==> config.mk <==
export PLATFORM = sky130hd
export DESIGN_NAME = ctrl_fsm_gen
export DESIGN_NICKNAME = d
export VERILOG_FILES = /design/src/rtl/ctrl_pkg.sv /design/src/rtl/ctrl_fsm_gen_sat_counter.sv /design/src/rtl/ctrl_fsm_gen.sv
export SDC_FILE = /design/constraint.sdc
export NUM_CORES = 1
export LEC_CHECK = 0
export BUFFER_PORTS_ARGS = -buffer_cell sky130_fd_sc_hd__buf_2
export CAP_MARGIN = 40
export CORE_MARGIN = 2
export CORE_UTILIZATION = 45
export DETAILED_ROUTE_END_ITERATION = 8
export GPL_TIMING_DRIVEN = 1
export PLACE_DENSITY = 0.78
export SYNTH_ARGS = -nofsm -noshare
export SYNTH_HDL_FRONTEND = slang
export SYNTH_SLANG_ARGS = --single-unit
==> constraint.sdc <==
create_clock -name Clk -period 2.86 [get_ports Clk]
set_clock_uncertainty 0.15 [all_clocks]
set_input_delay 0.572 -clock Clk [delete_from_list [all_inputs] [get_ports Clk]]
set_output_delay 0.572 -clock Clk [all_outputs]
set_load 0.02 [all_outputs]
==> src/rtl/ctrl_pkg.sv <==
// Shared constants for the processor control unit: state codes, opcodes, ALU selects.
// Optional single-step FETCH gating is enabled by defining CTRL_SINGLE_STEP_EN.
package ctrl_pkg;

  localparam int unsigned ST_W = 4;

  localparam logic [3:0] ST_INIT   = 4'h0;
  localparam logic [3:0] ST_FETCH  = 4'h1;
  localparam logic [3:0] ST_DECODE = 4'h2;
  localparam logic [3:0] ST_LOAD_A = 4'h3;
  localparam logic [3:0] ST_LOAD_B = 4'h4;
  localparam logic [3:0] ST_ADD    = 4'h5;
  localparam logic [3:0] ST_SUB    = 4'h6;
  localparam logic [3:0] ST_STORE  = 4'h7;
  localparam logic [3:0] ST_NOOP   = 4'h8;
  localparam logic [3:0] ST_HALT   = 4'h9;
  localparam logic [3:0] ST_ALU_X  = 4'hA;

  localparam int unsigned OPC_NOOP  = 0;
  localparam int unsigned OPC_STORE = 1;
  localparam int unsigned OPC_LOAD  = 2;
  localparam int unsigned OPC_ADD   = 3;
  localparam int unsigned OPC_SUB   = 4;
  localparam int unsigned OPC_HALT  = 5;
  localparam int unsigned OPC_AND   = 6;
  localparam int unsigned OPC_OR    = 7;
  localparam int unsigned OPC_XOR   = 8;

  localparam int unsigned ALU_ADD = 1;
  localparam int unsigned ALU_SUB = 2;
  localparam int unsigned ALU_AND = 3;
  localparam int unsigned ALU_OR  = 4;
  localparam int unsigned ALU_XOR = 5;

  // Execute state entered from DECODE; FETCH marks an undefined opcode.
  function automatic logic [3:0] decode_target(input int unsigned op);
    logic [3:0] st;
    st = ST_FETCH;
    case (op)
      OPC_NOOP:                  st = ST_NOOP;
      OPC_STORE:                 st = ST_STORE;
      OPC_LOAD:                  st = ST_LOAD_A;
      OPC_ADD:                   st = ST_ADD;
      OPC_SUB:                   st = ST_SUB;
      OPC_HALT:                  st = ST_HALT;
      OPC_AND, OPC_OR, OPC_XOR:  st = ST_ALU_X;
      default:                   st = ST_FETCH;
    endcase
    return st;
  endfunction

endpackage

==> src/rtl/ctrl_fsm_gen_sat_counter.sv <==
// Saturating up-counter with synchronous clear; holds at all-ones.
module ctrl_sat_counter #(
  parameter int unsigned W = 16
) (
  input  logic         Clk,
  input  logic         clear,
  input  logic         inc,
  output logic [W-1:0] q
);

  always_ff @(posedge Clk) begin
    if (clear) begin
      q <= '0;
    end else if (inc && (q != '1)) begin
      q <= q + W'(1);
    end
  end

endmodule

==> src/rtl/ctrl_fsm_gen.sv <==
// Multi-cycle Moore control unit: fetch, decode, execute with configurable memory latency.
// Define CTRL_SINGLE_STEP_EN to add the Step port that gates FETCH.
module ctrl_fsm_gen
  import ctrl_pkg::*;
#(
  parameter int unsigned IR_W    = 16,
  parameter int unsigned OP_W    = 4,
  parameter int unsigned RF_AW   = 4,
  parameter int unsigned D_AW    = 8,
  parameter int unsigned ALU_SW  = 3,
  parameter int unsigned MEM_LAT = 1,
  parameter int unsigned CNT_W   = 16
) (
  input  logic              Clk,
  input  logic              reset,
  input  logic [IR_W-1:0]   IR,
  input  logic              Resume,
`ifdef CTRL_SINGLE_STEP_EN
  input  logic              Step,
`endif
  output logic              PC_clr,
  output logic              PC_up,
  output logic              IR_ld,
  output logic              D_wr,
  output logic              RF_s,
  output logic              RF_W_en,
  output logic [RF_AW-1:0]  RF_W_addr,
  output logic [RF_AW-1:0]  RF_Ra_addr,
  output logic [RF_AW-1:0]  RF_Rb_addr,
  output logic [D_AW-1:0]   D_Addr,
  output logic [ALU_SW-1:0] ALU_s0,
  output logic [3:0]        OutState,
  output logic [3:0]        NextState,
  output logic              Halted,
  output logic              Illegal,
  output logic [CNT_W-1:0]  Retired
);

  localparam int unsigned WC_W = (MEM_LAT > 1) ? $clog2(MEM_LAT) : 1;

  logic [ST_W-1:0]  state;
  logic [ST_W-1:0]  next_state;
  logic [ST_W-1:0]  dec_target;
  logic [WC_W-1:0]  wait_cnt;
  logic             wait_done;
  logic             step_ok;
  logic             retire_c;

  logic [OP_W-1:0]  opcode;
  logic [RF_AW-1:0] ra;
  logic [RF_AW-1:0] rb;
  logic [RF_AW-1:0] rd;
  logic [D_AW-1:0]  ld_addr;
  logic [D_AW-1:0]  st_addr;

  assign opcode  = IR[IR_W-1 -: OP_W];
  assign ra      = IR[IR_W-OP_W-1 -: RF_AW];
  assign rb      = IR[IR_W-OP_W-RF_AW-1 -: RF_AW];
  assign rd      = IR[RF_AW-1:0];
  assign ld_addr = IR[RF_AW +: D_AW];
  assign st_addr = IR[D_AW-1:0];

`ifdef CTRL_SINGLE_STEP_EN
  assign step_ok = Step;
`else
  assign step_ok = 1'b1;
`endif

  assign dec_target = decode_target(32'(opcode));
  assign wait_done  = (wait_cnt == WC_W'(MEM_LAT - 1));

  // State register and LOAD_A wait counter
  always_ff @(posedge Clk) begin
    if (reset) begin
      state    <= ST_INIT;
      wait_cnt <= '0;
    end else begin
      state    <= next_state;
      wait_cnt <= ((state == ST_LOAD_A) && !wait_done) ? wait_cnt + WC_W'(1) : '0;
    end
  end

  // Next-state logic
  always_comb begin
    next_state = ST_INIT;
    case (state)
      ST_INIT:   next_state = ST_FETCH;
      ST_FETCH:  next_state = step_ok ? ST_DECODE : ST_FETCH;
      ST_DECODE: next_state = dec_target;
      ST_LOAD_A: next_state = wait_done ? ST_LOAD_B : ST_LOAD_A;
      ST_LOAD_B, ST_ADD, ST_SUB, ST_STORE, ST_NOOP, ST_ALU_X:
                 next_state = ST_FETCH;
      ST_HALT:   next_state = Resume ? ST_FETCH : ST_HALT;
      default:   next_state = ST_INIT;
    endcase
  end

  // Moore output decode from state and IR fields
  always_comb begin
    PC_clr     = 1'b0;
    PC_up      = 1'b0;
    IR_ld      = 1'b0;
    D_wr       = 1'b0;
    RF_s       = 1'b0;
    RF_W_en    = 1'b0;
    RF_W_addr  = '0;
    RF_Ra_addr = '0;
    RF_Rb_addr = '0;
    D_Addr     = '0;
    ALU_s0     = '0;
    Halted     = 1'b0;
    Illegal    = 1'b0;
    retire_c   = 1'b0;
    case (state)
      ST_INIT:   PC_clr = 1'b1;
      ST_FETCH: begin
        IR_ld = step_ok;
        PC_up = step_ok;
      end
      ST_DECODE: begin
        Illegal  = (dec_target == ST_FETCH);
        retire_c = (dec_target == ST_HALT);
      end
      ST_LOAD_A: D_Addr = ld_addr;
      ST_LOAD_B: begin
        D_Addr    = ld_addr;
        RF_s      = 1'b1;
        RF_W_en   = 1'b1;
        RF_W_addr = rd;
        retire_c  = 1'b1;
      end
      ST_ADD, ST_SUB, ST_ALU_X: begin
        RF_Ra_addr = ra;
        RF_Rb_addr = rb;
        RF_W_addr  = rd;
        RF_W_en    = 1'b1;
        retire_c   = 1'b1;
        if (state == ST_ADD)      ALU_s0 = ALU_SW'(ALU_ADD);
        else if (state == ST_SUB) ALU_s0 = ALU_SW'(ALU_SUB);
        else                      ALU_s0 = ALU_SW'(opcode - OP_W'(3));
      end
      ST_STORE: begin
        D_wr       = 1'b1;
        D_Addr     = st_addr;
        RF_Ra_addr = ra;
        retire_c   = 1'b1;
      end
      ST_NOOP:   retire_c = 1'b1;
      ST_HALT:   Halted   = 1'b1;
      default:   ;
    endcase
  end

  assign OutState  = state;
  assign NextState = next_state;

  ctrl_sat_counter #(.W(CNT_W)) u_retired (
    .Clk   (Clk),
    .clear (reset),
    .inc   (retire_c),
    .q     (Retired)
  );

endmodule
# After elaboration in Yosys (flattened, before gate mapping)

Memory sizes are Yosys's and may differ from the RTL's.
Index checks and enable logic that the tools add are counted.

Bits in registers: 21
Memory bits (read-only): 64
Input port bits: 19
Output and inout port bits: 55
Logic and storage cells: 49
Memories: 1

Add/sub/neg operators: 3
Equality and inequality tests: 13
Multiplexer cells: 18
Bitwise gates (word level): 1
Reductions and logical operators: 10

Memories:

| name            | depth | bits a word | rd ports | clocked after memory_dff | wr ports | line           | source |
|---|---|---|---|---|---|---|---|
| (no name shown) | 16    | 4           | 1        | 0                        | 0        | ctrl_pkg.sv:39 | `case (op)` |

Operators with widths:

| kind                                             | number |
|---|---|
| case mux 4 bit (5 select lines)                  | 1 |
| adder 16 x 1 -> 16 bit, second input constant    | 1 |
| == test 4 x 3 -> 1 bit, second input constant    | 4 |
| == test 4 bit, second input constant             | 4 |
| two-way mux 4 bit                                | 4 |
| inequality test 16 bit, second input constant    | 1 |
| case mux 8 bit (2 select lines)                  | 1 |
| two-way mux 3 bit                                | 4 |
| == test 4 x 1 -> 1 bit, second input constant    | 2 |
| == test 4 x 2 -> 1 bit, second input constant    | 2 |
| OR reduction 4 bit                               | 2 |
| two-way mux 1 bit                                | 7 |
| OR reduction 7 bit                               | 1 |
| OR reduction 6 bit                               | 1 |
| zero test 4 bit                                  | 1 |
| OR reduction 2 bit                               | 2 |
| OR reduction 3 bit                               | 1 |
| subtractor 3 x 2 -> 3 bit, second input constant | 1 |
| logical AND 1 bit                                | 2 |
| case mux 1 bit (2 select lines)                  | 1 |
| adder 1 bit, second input constant               | 1 |
| inverter 1 bit                                   | 1 |

# Depth between registers and ports, before layout

Gate-level depths: netlist (run 1).

Depth after elaboration: 4
Gate-level depth with buffers: 9

# Cells and area by module

From an unflattened synthesis (run 1), not the netlist that was laid out.

Cell total of the unflattened synthesis: 216
Area total of the unflattened synthesis: 1,666.6 um2

Modules (own cells, without submodules):

| module           | instances | cells an instance | area each (um2) |
|---|---|---|---|
| ctrl_sat_counter | 1         | 99                | 848.3 |
| ctrl_fsm_gen     | 1         | 117               | 818.3 |

# Least setup slack after synthesis (run 1)

OpenSTA, ideal clock, no wires.

Path type: input-to-reg
From: in IR[13]
To: reg u_retired.q[7]
Setup time: 0.121 ns
Arrival: 2.419 ns
Data required time: 2.589 ns
Slack: 0.170 ns
Cell stages on the path: 8
Path through: inv_1 > ha_1 > mux2i_4 > nor2_1 > o41a_4 > buf_6 > nor4_1 > mux2_2

Cells in the longest elaborated chain, start to end: 4

Ends and longest elaborated chain:

| item                            | line                           | source |
|---|---|---|
| start: declaration              | ctrl_fsm_gen.sv:16             | `input logic [IR_W-1:0] IR,` |
| memory (16 x 4 bit)             | --                             |  |
| == test 4 bit                   | ctrl_fsm_gen.sv:122            | `retire_c = (dec_target == ST_HALT);` |
| case mux 1 bit (2 select lines) | ctrl_fsm_gen.sv:114            | `case (state)` |
| logical AND 1 bit               | ctrl_fsm_gen_sat_counter.sv:14 | `end else if (inc && (q != '1)) begin` |
| end signal: assignment          | ctrl_fsm_gen_sat_counter.sv:15 | `q <= q + W'(1);` |
| end: declaration                | ctrl_fsm_gen_sat_counter.sv:8  | `output logic [W-1:0] q` |

Every way passes these cells.
A chain may end at the register's enable or synchronous reset.

# Final worst setup path (run 1)

From: in IR[14]
To: out NextState[0]

Cells in the longest elaborated chain, start to end: 2

Ends and longest elaborated chain:

| item                            | line               | source |
|---|---|---|
| memory (16 x 4 bit)             | --                 |  |
| case mux 4 bit (5 select lines) | ctrl_fsm_gen.sv:86 | `case (state)` |
| end: declaration                | ctrl_fsm_gen.sv:33 | `output logic [3:0] NextState,` |

Every way passes these cells.

==> results of run 1 <==
## layer usage
metal | up-vias | global-route usage [%]
met1 | 857 | 26.0
li1 | 947 | -
met5 | - | 0
met2 | 57 | 34.7
met3 | 6 | 3.25
met4 | 0 | 5.99
## critical path: stages
cell      delay [ns]
buf_2           0.20
nor2b_1         0.07
a211oi_1        0.31
o21ai_0         0.21
a221oi_1        0.39
a21oi_1         0.11
buf_2           0.17
## report_power, final
| group | switching, W | total [W] | internal (W) |
|---|---|---|---|
| logic | 0.000105 | 0.000173 | 0.0000680 |
| registers | 0.0000141 | 0.000312 | 0.000298 |
| clock network | 0.0000899 | 0.000189 | 0.0000990 |
## final cells by class
class | instances | area (µm²)
timing repair buffer | 80 | 418
tap | 48 | 60.1
sequential | 21 | 422
inverter | 7 | 26.3
multi-input combinational | 179 | 1160
fill | 359 | 1500
clock buffer | 4 | 45.0
## flip-flops by register name, summed over array words and instances, names as in the netlist
signal,cells
u_retired.q,16
OutState,4
wait_cnt,1
## per-stage QoR
step / cell area, µm² / setup slack, ns
after floorplan: 1690 / 0.170
after global placement: 2090 / 0.0266
after detailed placement: 2090 / -0.0229
after CTS: 2130 / 0.121
after global routing: 2130 / 0.0241
final: 2130 / 0.0990
## how the worst min path moves through the flow
| stage | start | to | slack (ns) | cells after the start |
|---|---|---|---|---|
| floorplan | u_retired.q[11] | u_retired.q[11] | 0.41 | 2 |
| global placement | u_retired.q[11] | u_retired.q[11] | 0.33 | 2 |
| detailed placement | u_retired.q[11] | u_retired.q[11] | 0.34 | 2 |
| CTS | u_retired.q[11] | u_retired.q[11] | 0.35 | 2 |
| global route | u_retired.q[11] | u_retired.q[11] | 0.37 | 2 |
| finish | u_retired.q[11] | u_retired.q[11] | 0.35 | 2 |
## cell usage after synthesis (2+ instances only)
cell,count
a211oi_1,3
a21oi_1,16
a22o_1,3
a22oi_1,6
and2_1,6
and3_1,2
buf_2,3
buf_4,2
buf_6,3
clkbuf_1,7
dfxtp_1,21
ha_1,5
inv_1,7
mux2_2,5
mux2i_1,3
nand2_1,10
nand2b_1,5
nand3_1,5
nand3b_1,2
nand4_1,4
nor2_1,34
nor2b_1,18
nor3_1,9
nor4_1,3
o21ai_0,5
o22ai_1,2
o31ai_1,6
o41ai_1,3
or3_1,2
or4_1,6
or4b_1,2
## kinds of logic (layout without fill, tap and decap cells)
logic type      count (synthesis)  after routing  share of synthesized area [%]
simple gates                  112            112                           36.2
flops                          21             21                           24.8
buf+inv                        22             91                           6.87
mux                             9              9                           6.43
fa+ha+maj                       5              5                           3.69
xor+xnor                        1              1                          0.517
compound gates                 51             51                           21.3
other cells                     1              1                          0.221
## what timing repair did
action                                  4_1_cts  5_1_grt
endpoints found under the setup margin        0        4
hold buffers                                  0        0
resized for setup                             0        1
==> summary.txt, run 1 <==
Status
  – Status: finished, final reports clean

Clock tree
  – Clock tree buffer depth: 2
  – Clock-pin slew on the worst setup and hold paths: 0.07 ns
  – CTS tree: yes
  – Root buffer cell: clkbuf_8
  – CTS Buf Count: 3
  – Post-CTS Setup Bufs: 0
  – Sink Count: 21
  – Clock Latency Late Sink: 0.25 ns
  – Depth of the CTS H-tree: 1

STA
  – Fin crit share: 96.5%
  – Unrepaired setup endpoints after global routing: false
  – Final hold vios: 0
  – Setup violations, final: 0
  – Fin Setup TNS: 0 ns
  – FMAX: 362 MHz
  – Fin Hold WS: 0.355 ns
  – Min Tclk post-route: 2.76 ns
  – Pins Over Slew Limit: 0

Place
  – Port bufs: 73
  – GPL Wtd Cong: 0.803
  – Dpl hpwl: 3250 µm
  – Placed insts: 335

Route
  – Initial drt markers: 123
  – Drt pass-1 iters: 4
  – Vias: 1867
  – Vias/cell: 5.51
  – DR WL met3: 255 µm
  – WL/cell: 12.6 µm
  – Post-Route WL: 4280 µm
  – Met2 routed WL: 2080 µm
  – Highest routed layer: met4
  – Final ANT Viol Nets: 0
  – DRC viols: 0
  – Post-Route M1 WL: 1900 µm

Synth
  – Main synth FF type: dfxtp_1
  – Sequential share of the synthesized area: 24.8%
  – Post-synthesis register bit count: 21
  – Yosys top cell area share: 24.8%
  – Cell taking the most area after synthesis: dfxtp_1
  – Synthesized area per cell: 7.63 µm²
  – Gate Count Post-Synth: 222
  – Count of different cell masters after synthesis: 45
  – Number of synthesized flops with an enable pin: 0
  – Cell area after synthesis: 1690 µm²
  – Ys async rst share: 0%
  – Synth warn: 0
  – Mapped Nets: 246
  – Ranking of synthesized cells by area: dfxtp_1, nor2_1, nor2b_1, a21oi_1, ha_1

GRT
  – Vias in the first global route: 1602
  – Largest net degree at the start of global routing: 26
  – Total track usage: 20.2%
  – GRT overflow: 0
  – First-pass GRT wire length: 7170 µm
  – Initial antenna violation count: 0

Final layout
  – Final core utilization: 58.7%
  – Most frequent cells in the layout: buf_2, nor2_1, dfxtp_1, nor2b_1, a21oi_1
  – Share of cells above drive strength 1: 32.6%
  – Layout Cells excl Fill: 339
  – Commonest non-fill, non-tap cell in the layout: buf_2
  – Layout Nets: 316
  – Layout area overhead: 25.9%
  – ANT cells: 0

Setup path
  – Worst endpoint data arrival time: 2.04 ns
  – Critical Path End: NextState[0]
  – Reg-to-reg endpoint: u_retired.q[7]
  – CP required: 2.14 ns
  – Critical Path Source: IR[14]
  – Worst Path Max Fanout: 9
  – Critical Path Source Type: input port
  – FF-to-FF Start: OutState[1]
  – Worst Path Class, Setup: in -> out
  – Reg2reg setup slack: 0.43 ns
  – R2r worst-path depth: 5
  – Critical Path End Type: output port

Die
  – Starting Density: 46.6%
  – FP Rows: 22
  – Die width: 65.4 µm
  – Die Ht: 65.4 µm
  – Core box area: 3630 µm²
  – I/O pins: 74
  – Total die area: 4270 µm²

Worst hold path
  – Worst Hold Class: reg -> reg

Power and ir drop
  – Final Total Pwr: 0.000674 W
  – Cell Pwr Density: 316 nW/µm²
  – Leak: 0.969 nW
  – Peak supply drop: 0.247 mV

Job
  – MaxCap Viol Count: 0
(Power assumes the default switching activity.)
==> run 2, diff against run 1 <==
Settings changed: CORE_MARGIN 2 to 1, CORE_UTILIZATION 45 to 48, PLACE_DENSITY 0.78 to 0.83.
==> summary.txt, run 2 (same netlist as run 1, synthesis figures left out) <==
Status
  – Status: finished, final reports clean

Final layout
  – Register area: 422 µm² (unchanged)
  – Layout area overhead: 25.3%
  – Biggest register: u_retired.q
  – Share of cells above drive strength 1: 33.2% (+0.57 points)
  – Max reg flops: 16 (unchanged)
  – Layout Cells excl Fill: 338 (-0.29%)
  – Multi-input gate area: 1160 µm² (unchanged)
  – Layout Nets: 317 (+0.32%)
  – Commonest non-fill, non-tap cell in the layout: buf_2
  – Fill cell count: 330 (-8.1%)
  – Most frequent cells in the layout: buf_2, nor2_1, dfxtp_1, nor2b_1, a21oi_1
  – ANT cells: 0 (unchanged)

STA
  – FMAX: 371 MHz (+2.3%)
  – Setup violations, final: 0 (unchanged)
  – Min Tclk post-route: 2.70 ns (-0.0630 ns)
  – Unrepaired setup endpoints after global routing: false
  – Fin Hold WS: 0.347 ns (-0.00777 ns)
  – Pins Over Slew Limit: 0 (unchanged)
  – Final hold vios: 0 (unchanged)
  – Fin crit share: 94.3% (-2.2 points)
  – Final setup margin: 0.162 ns (+0.0630 ns)

Setup path
  – Cell repeated most along the worst path: buf_2
  – Crit path max-delay cell type: a211oi_1
  – Worst Path Max Fanout: 9 (unchanged)
  – Critical path cell sequence: buf_2 > nor2b_1 > a211oi_1 > o21ai_0 > a221oi_1 > a21oi_1 > buf_2
  – CP required: 2.14 ns (about the same)
  – Worst endpoint data arrival time: 1.98 ns (-0.06 ns)
  – Worst Path Class, Setup: in -> out
  – Worst path max stage delay: 0.33 ns (-0.06 ns)
  – Worst Path Buf+Inv: 2 (unchanged)
  – Critical Path End Type: output port
  – Critical Path Source Type: input port
  – Largest delay share family, worst path: compound AO/OA/AOI/OAI gates

Route
  – Post-Route WL: 4040 µm (-5.7%)
  – Drt pass-1 iters: 4 (unchanged)
  – Initial drt markers: 126 (+2.4%)
  – Final ANT Viol Nets: 0 (unchanged)
  – Vias/cell: 5.42 (-1.5%)
  – Vias: 1833 (-1.8%)
  – DRC viols: 0 (unchanged)
  – WL/cell: 11.9 µm (-5.5%)

GRT
  – Total track usage: 21.4% (+1.2 points)
  – Vias in the first global route: 1432 (-11%)
  – Initial antenna violation count: 0 (unchanged)
  – GR Layer Usage met2: 34.3% (-0.38 points)
  – First-pass GRT wire length: 6290 µm (-12%)
  – GRT overflow: 0 (unchanged)
  – M1 GR Usage: 30.9% (+4.9 points)
  – Routing usage on met3: 1.89% (-1.4 points)
  – Global route hottest layer: met2
  – Largest net degree at the start of global routing: 26 (unchanged)

Clock tree
  – Clock-pin slew on the worst setup and hold paths: 0.12 ns (+0.05 ns)
  – Hold_buf cts: 0 (unchanged)
  – CTS Buf Count: 3 (unchanged)
  – Clock tree buffer depth: 2 (unchanged)
  – CTS tree: yes
  – Root buffer cell: clkbuf_4
  – Depth of the CTS H-tree: 1 (unchanged)
  – Clock Latency Late Sink: 0.31 ns (+0.06 ns)
  – Sink Count: 21 (unchanged)

Power and ir drop
  – Final Total Pwr: 0.000633 W (-6.0%)
  – Leak: 0.965 nW (-0.37%)
  – Psw: 0.000212 W (+1.1%)
  – Clock Power Share: 22.9% (-5.1 points)
  – Share of total power in combinational logic: 28.4% (+2.7 points)
  – Cell Pwr Density: 298 nW/µm² (-5.6%)
  – Internal cell power: 0.000422 W (-9.2%)
  – Share of power burned in registers: 48.7% (+2.4 points)
  – Peak supply drop: 0.252 mV (+2.0%)
  – Switching share of power: 33.4% (+2.4 points)

Die
  – Starting Density: 50.4% (+3.7 points)
  – FP Rows: 21 (-4.5%)
  – Die width: 61.4 µm (-6.0%)
  – Die Ht: 61.4 µm (-6.0%)
  – Core box area: 3360 µm² (-7.4%)
  – I/O pins: 74 (unchanged)
  – Total die area: 3770 µm² (-12%)

Place
  – GPL Wtd Cong: 0.797 (-0.74%)
  – Dpl hpwl: 3020 µm (-7.1%)
  – Placed insts: 334 (-0.30%)
  – Port bufs: 73 (unchanged)
  – Dpl ws: -0.0337 ns (-0.0108 ns)

Job
  – MaxCap Viol Count: 0 (unchanged)

Worst hold path
  – Worst Hold Class: reg -> reg
==> run 2: changes by cell type in the layout (fill, tap and decap cells not counted) <==
| cell | delta |
|---|---|
| clkbuf_1 | -1 |
| clkbuf_8 | -3 |
| buf_4 | +1 |
| clkinvlp_4 | +1 |
| clkbuf_4 | +3 |
==> run 2: power groups by stage <==
stage / Combinational (W) / Sequential (W) / Clock [W]
after detailed placement: 0.000178 / 0.000315 / 0
after floorplan: 0.000123 / 0.000316 / 0
after CTS: 0.000179 / 0.000308 / 0.000153
after global placement: 0.000176 / 0.000315 / 0
final: 0.000180 / 0.000309 / 0.000145
after global routing: 0.000199 / 0.000310 / 0.000164
==> run 2: area by class of cell <==
class	instances	area share, %
clock buffer	3	1.06
clock inverter	1	0.354
inverter	7	1.24
multi-input combinational	179	54.7
sequential	21	19.9
tap	46	2.71
timing repair buffer	81	20.0
==> run 2: routing by layer <==
layer / vias to the layer above / share of wire [%]
met1: 828 / 48
met4: 0 / 0.59
li1: 944 / -
met2: 57 / 47
met3: 4 / 4.7
met5: - / 0
==> run 2: worst register-to-register path, delay by kind of cell (launching register included) <==
family,cells,cell delay [ns]
DFF,1,0.45
muxes,1,0.36
AOI/OAI and AO/OA,2,0.65
and+or+nand+nor,2,0.66
==> run 2: through the flow <==
step | instance area [µm²] | TNS (ns) | utilization (%)
6_report | 2120 | 0 | 63.1
5_1_grt | 2120 | 0 | 63.1
4_1_cts | 2120 | 0 | 63.1
3_5_place_dp | 2090 | -0.0337 | 62.2
3_3_place_gp | 2090 | 0 | 62.2
2_1_floorplan | 1690 | 0 | -
==> run 2: path summary, 6_finish.rpt <==
check,startpoint,end,slack (ns),cells past startpoint
worst min-delay path,u_retired.q[11],u_retired.q[11],0.35,2
worst max-delay path,IR[14],NextState[0],0.16,7
worst max register to register,OutState[3],u_retired.q[7],0.51,5
worst min register to register,u_retired.q[11],u_retired.q[11],0.35,2
==> run 2: repair_timing <==
action,CTS,global route
endpoints found under the hold margin,0,0
endpoints found under the setup margin,0,9
buffers inserted,0,0
gates resized for setup,0,1
==> run 3, diff against run 2 <==
Settings changed: CTS_BUF_LIST from default to sky130_fd_sc_hd__clkbuf_8 sky130_fd_sc_hd__clkbuf_16.
==> summary.txt, run 3 (same netlist as run 1, synthesis figures left out) <==
Final layout
  – Most frequent cells in the layout: buf_2, nor2_1, dfxtp_1, nor2b_1, a21oi_1
  – Share of cells above drive strength 1: 33.2% (unchanged)
  – Max reg flops: 16 (unchanged)
  – Biggest register: u_retired.q
  – Layout Cells excl Fill: 338 (unchanged)
  – Final core utilization: 63.7% (+0.56 points)
  – Layout area overhead: 26.4%
  – Layout Nets: 317 (unchanged)
  – ANT cells: 0 (unchanged)
  – Commonest non-fill, non-tap cell in the layout: buf_2
  – Final Instance Area: 2140 µm² (+0.88%)

Die
  – Core box area: 3360 µm² (unchanged)
  – Die width: 61.4 µm (unchanged)
  – Starting Density: 50.4% (unchanged)
  – FP Rows: 21 (unchanged)
  – Die Ht: 61.4 µm (unchanged)
  – I/O pins: 74 (unchanged)
  – Total die area: 3770 µm² (unchanged)

Clock tree
  – Clock-pin slew on the worst setup and hold paths: 0.08 ns (-0.04 ns)
  – Post-CTS Setup Bufs: 0 (unchanged)
  – Clock tree buffer depth: 2 (unchanged)
  – Root buffer cell: clkbuf_8
  – CTS Buf Count: 3 (unchanged)
  – CTS tree: yes
  – Depth of the CTS H-tree: 1 (unchanged)
  – Sink Count: 21 (unchanged)
  – Clock Latency Late Sink: 0.27 ns (-0.04 ns)

Power and ir drop
  – Psw: 0.000222 W (+5.0%)
  – Share of power burned in registers: 44.8% (-3.9 points)
  – Leak: 0.973 nW (+0.80%)
  – Internal cell power: 0.000467 W (+11%)
  – Share of total power in combinational logic: 26.1% (-2.3 points)
  – Switching share of power: 32.3% (-1.1 points)
  – Peak supply drop: 0.294 mV (+17%)
  – Cell Pwr Density: 322 nW/µm² (+7.8%)
  – Clock Power Share: 29.1% (+6.2 points)

Route
  – WL/cell: 12.2 µm (+1.9%)
  – DRC viols: 0 (unchanged)
  – Vias/cell: 5.38 (-0.71%)
  – Initial drt markers: 133 (+5.6%)
  – Vias: 1820 (-0.71%)
  – Drt pass-1 iters: 4 (unchanged)
  – Post-Route WL: 4110 µm (+1.9%)
  – Final ANT Viol Nets: 0 (unchanged)

Place
  – Dpl hpwl: 3020 µm (unchanged)
  – Placed inst area: 2090 µm² (unchanged)
  – GPL Wtd Cong: 0.797 (unchanged)
  – Placed insts: 334 (unchanged)
  – Port bufs: 73 (unchanged)

Setup path
  – Worst Path Max Fanout: 9 (unchanged)
  – Critical Path Source Type: input port
  – Critical Path End Type: output port
  – Worst endpoint data arrival time: 1.98 ns (about the same)
  – R2r worst-path depth: 5 (unchanged)
  – CP required: 2.14 ns (about the same)
  – Worst Path Class, Setup: in -> out

STA
  – FMAX: 370 MHz (-0.29%)
  – Pins Over Slew Limit: 0 (unchanged)
  – Fin Hold WS: 0.339 ns (-0.00805 ns)
  – Setup violations, final: 0 (unchanged)
  – Unrepaired setup endpoints after global routing: false
  – Final hold vios: 0 (unchanged)
  – Fin crit share: 94.6% (+0.27 points)
  – Min Tclk post-route: 2.71 ns (+0.00774 ns)
  – Fin Setup TNS: 0 ns (unchanged)

GRT
  – Initial antenna violation count: 0 (unchanged)
  – First-pass GRT wire length: 6340 µm (+0.89%)
  – Total track usage: 21.7% (+0.22 points)
  – Largest net degree at the start of global routing: 26 (unchanged)
  – Vias in the first global route: 1445 (+0.91%)
  – GRT overflow: 0 (unchanged)

Worst hold path
  – Worst Hold Class: reg -> reg
  – Hold Crit Depth: 2 (unchanged)

Status
  – Status: finished, final reports clean

Job
  – MaxCap Viol Count: 0 (unchanged)
==> run 3: cell counts in the layout (fill, tap and decap cells not counted) <==
Identical to the previous run, type by type.
==> run 3: worst paths after layout <==
| check | from | endpoint | slack [ns] |
|---|---|---|---|
| worst max-delay path | IR[14] | NextState[0] | 0.15 |
| worst max register to register | OutState[3] | u_retired.q[7] | 0.51 |
| worst min-delay path | u_retired.q[11] | u_retired.q[11] | 0.34 |
| worst min register to register | u_retired.q[11] | u_retired.q[11] | 0.34 |
==> run 3: per-layer routing <==
metal  part of all wire (%)  vias up  GRT usage (%)  wire, µm
li1                       -      944              -         -
met1                     48      818           30.8      1970
met2                     47       53           35.2      1930
met3                    4.2        5           1.26       171
met4                    1.0        0           6.98        41
met5                      0        -              0         0
==> run 3: metrics by stage <==
stage / total power [W] / setup slack, ns
floorplan: 0.000439 / 0.170
global route: 0.000722 / 0.0618
global placement: 0.000491 / 0.0296
finish: 0.000689 / 0.154
detailed placement: 0.000493 / -0.0337
CTS: 0.000693 / 0.147
==> run 3: repair_timing <==
action	4_1_cts	5_1_grt
hold endpoints to repair	0	0
hold buffers	0	0
resized for setup	0	1
setup endpoints to repair	0	4
==> run 3: area by class of cell <==
type | count | area, µm²
clock buffer | 3 | 41.3
clock inverter | 1 | 7.51
fill | 328 | 1220
inverter | 7 | 26.3
multi-input combinational | 179 | 1160
sequential | 21 | 422
tap | 46 | 57.6
timing repair buffer | 81 | 425
==> run 3: power by group through the flow <==
stage / logic (W) / registers (W) / clock network [W]
floorplan: 0.000123 / 0.000316 / 0
global placement: 0.000176 / 0.000315 / 0
detailed placement: 0.000178 / 0.000315 / 0
CTS: 0.000179 / 0.000308 / 0.000206
global route: 0.000199 / 0.000310 / 0.000214
finish: 0.000180 / 0.000309 / 0.000201
==> run 3: worst max-delay path, stage by stage <==
cell and delay, ns:
buf_2 0.20, nor2b_1 0.07, a211oi_1 0.34, o21ai_0 0.18
a221oi_1 0.33, a21oi_1 0.12, buf_2 0.17
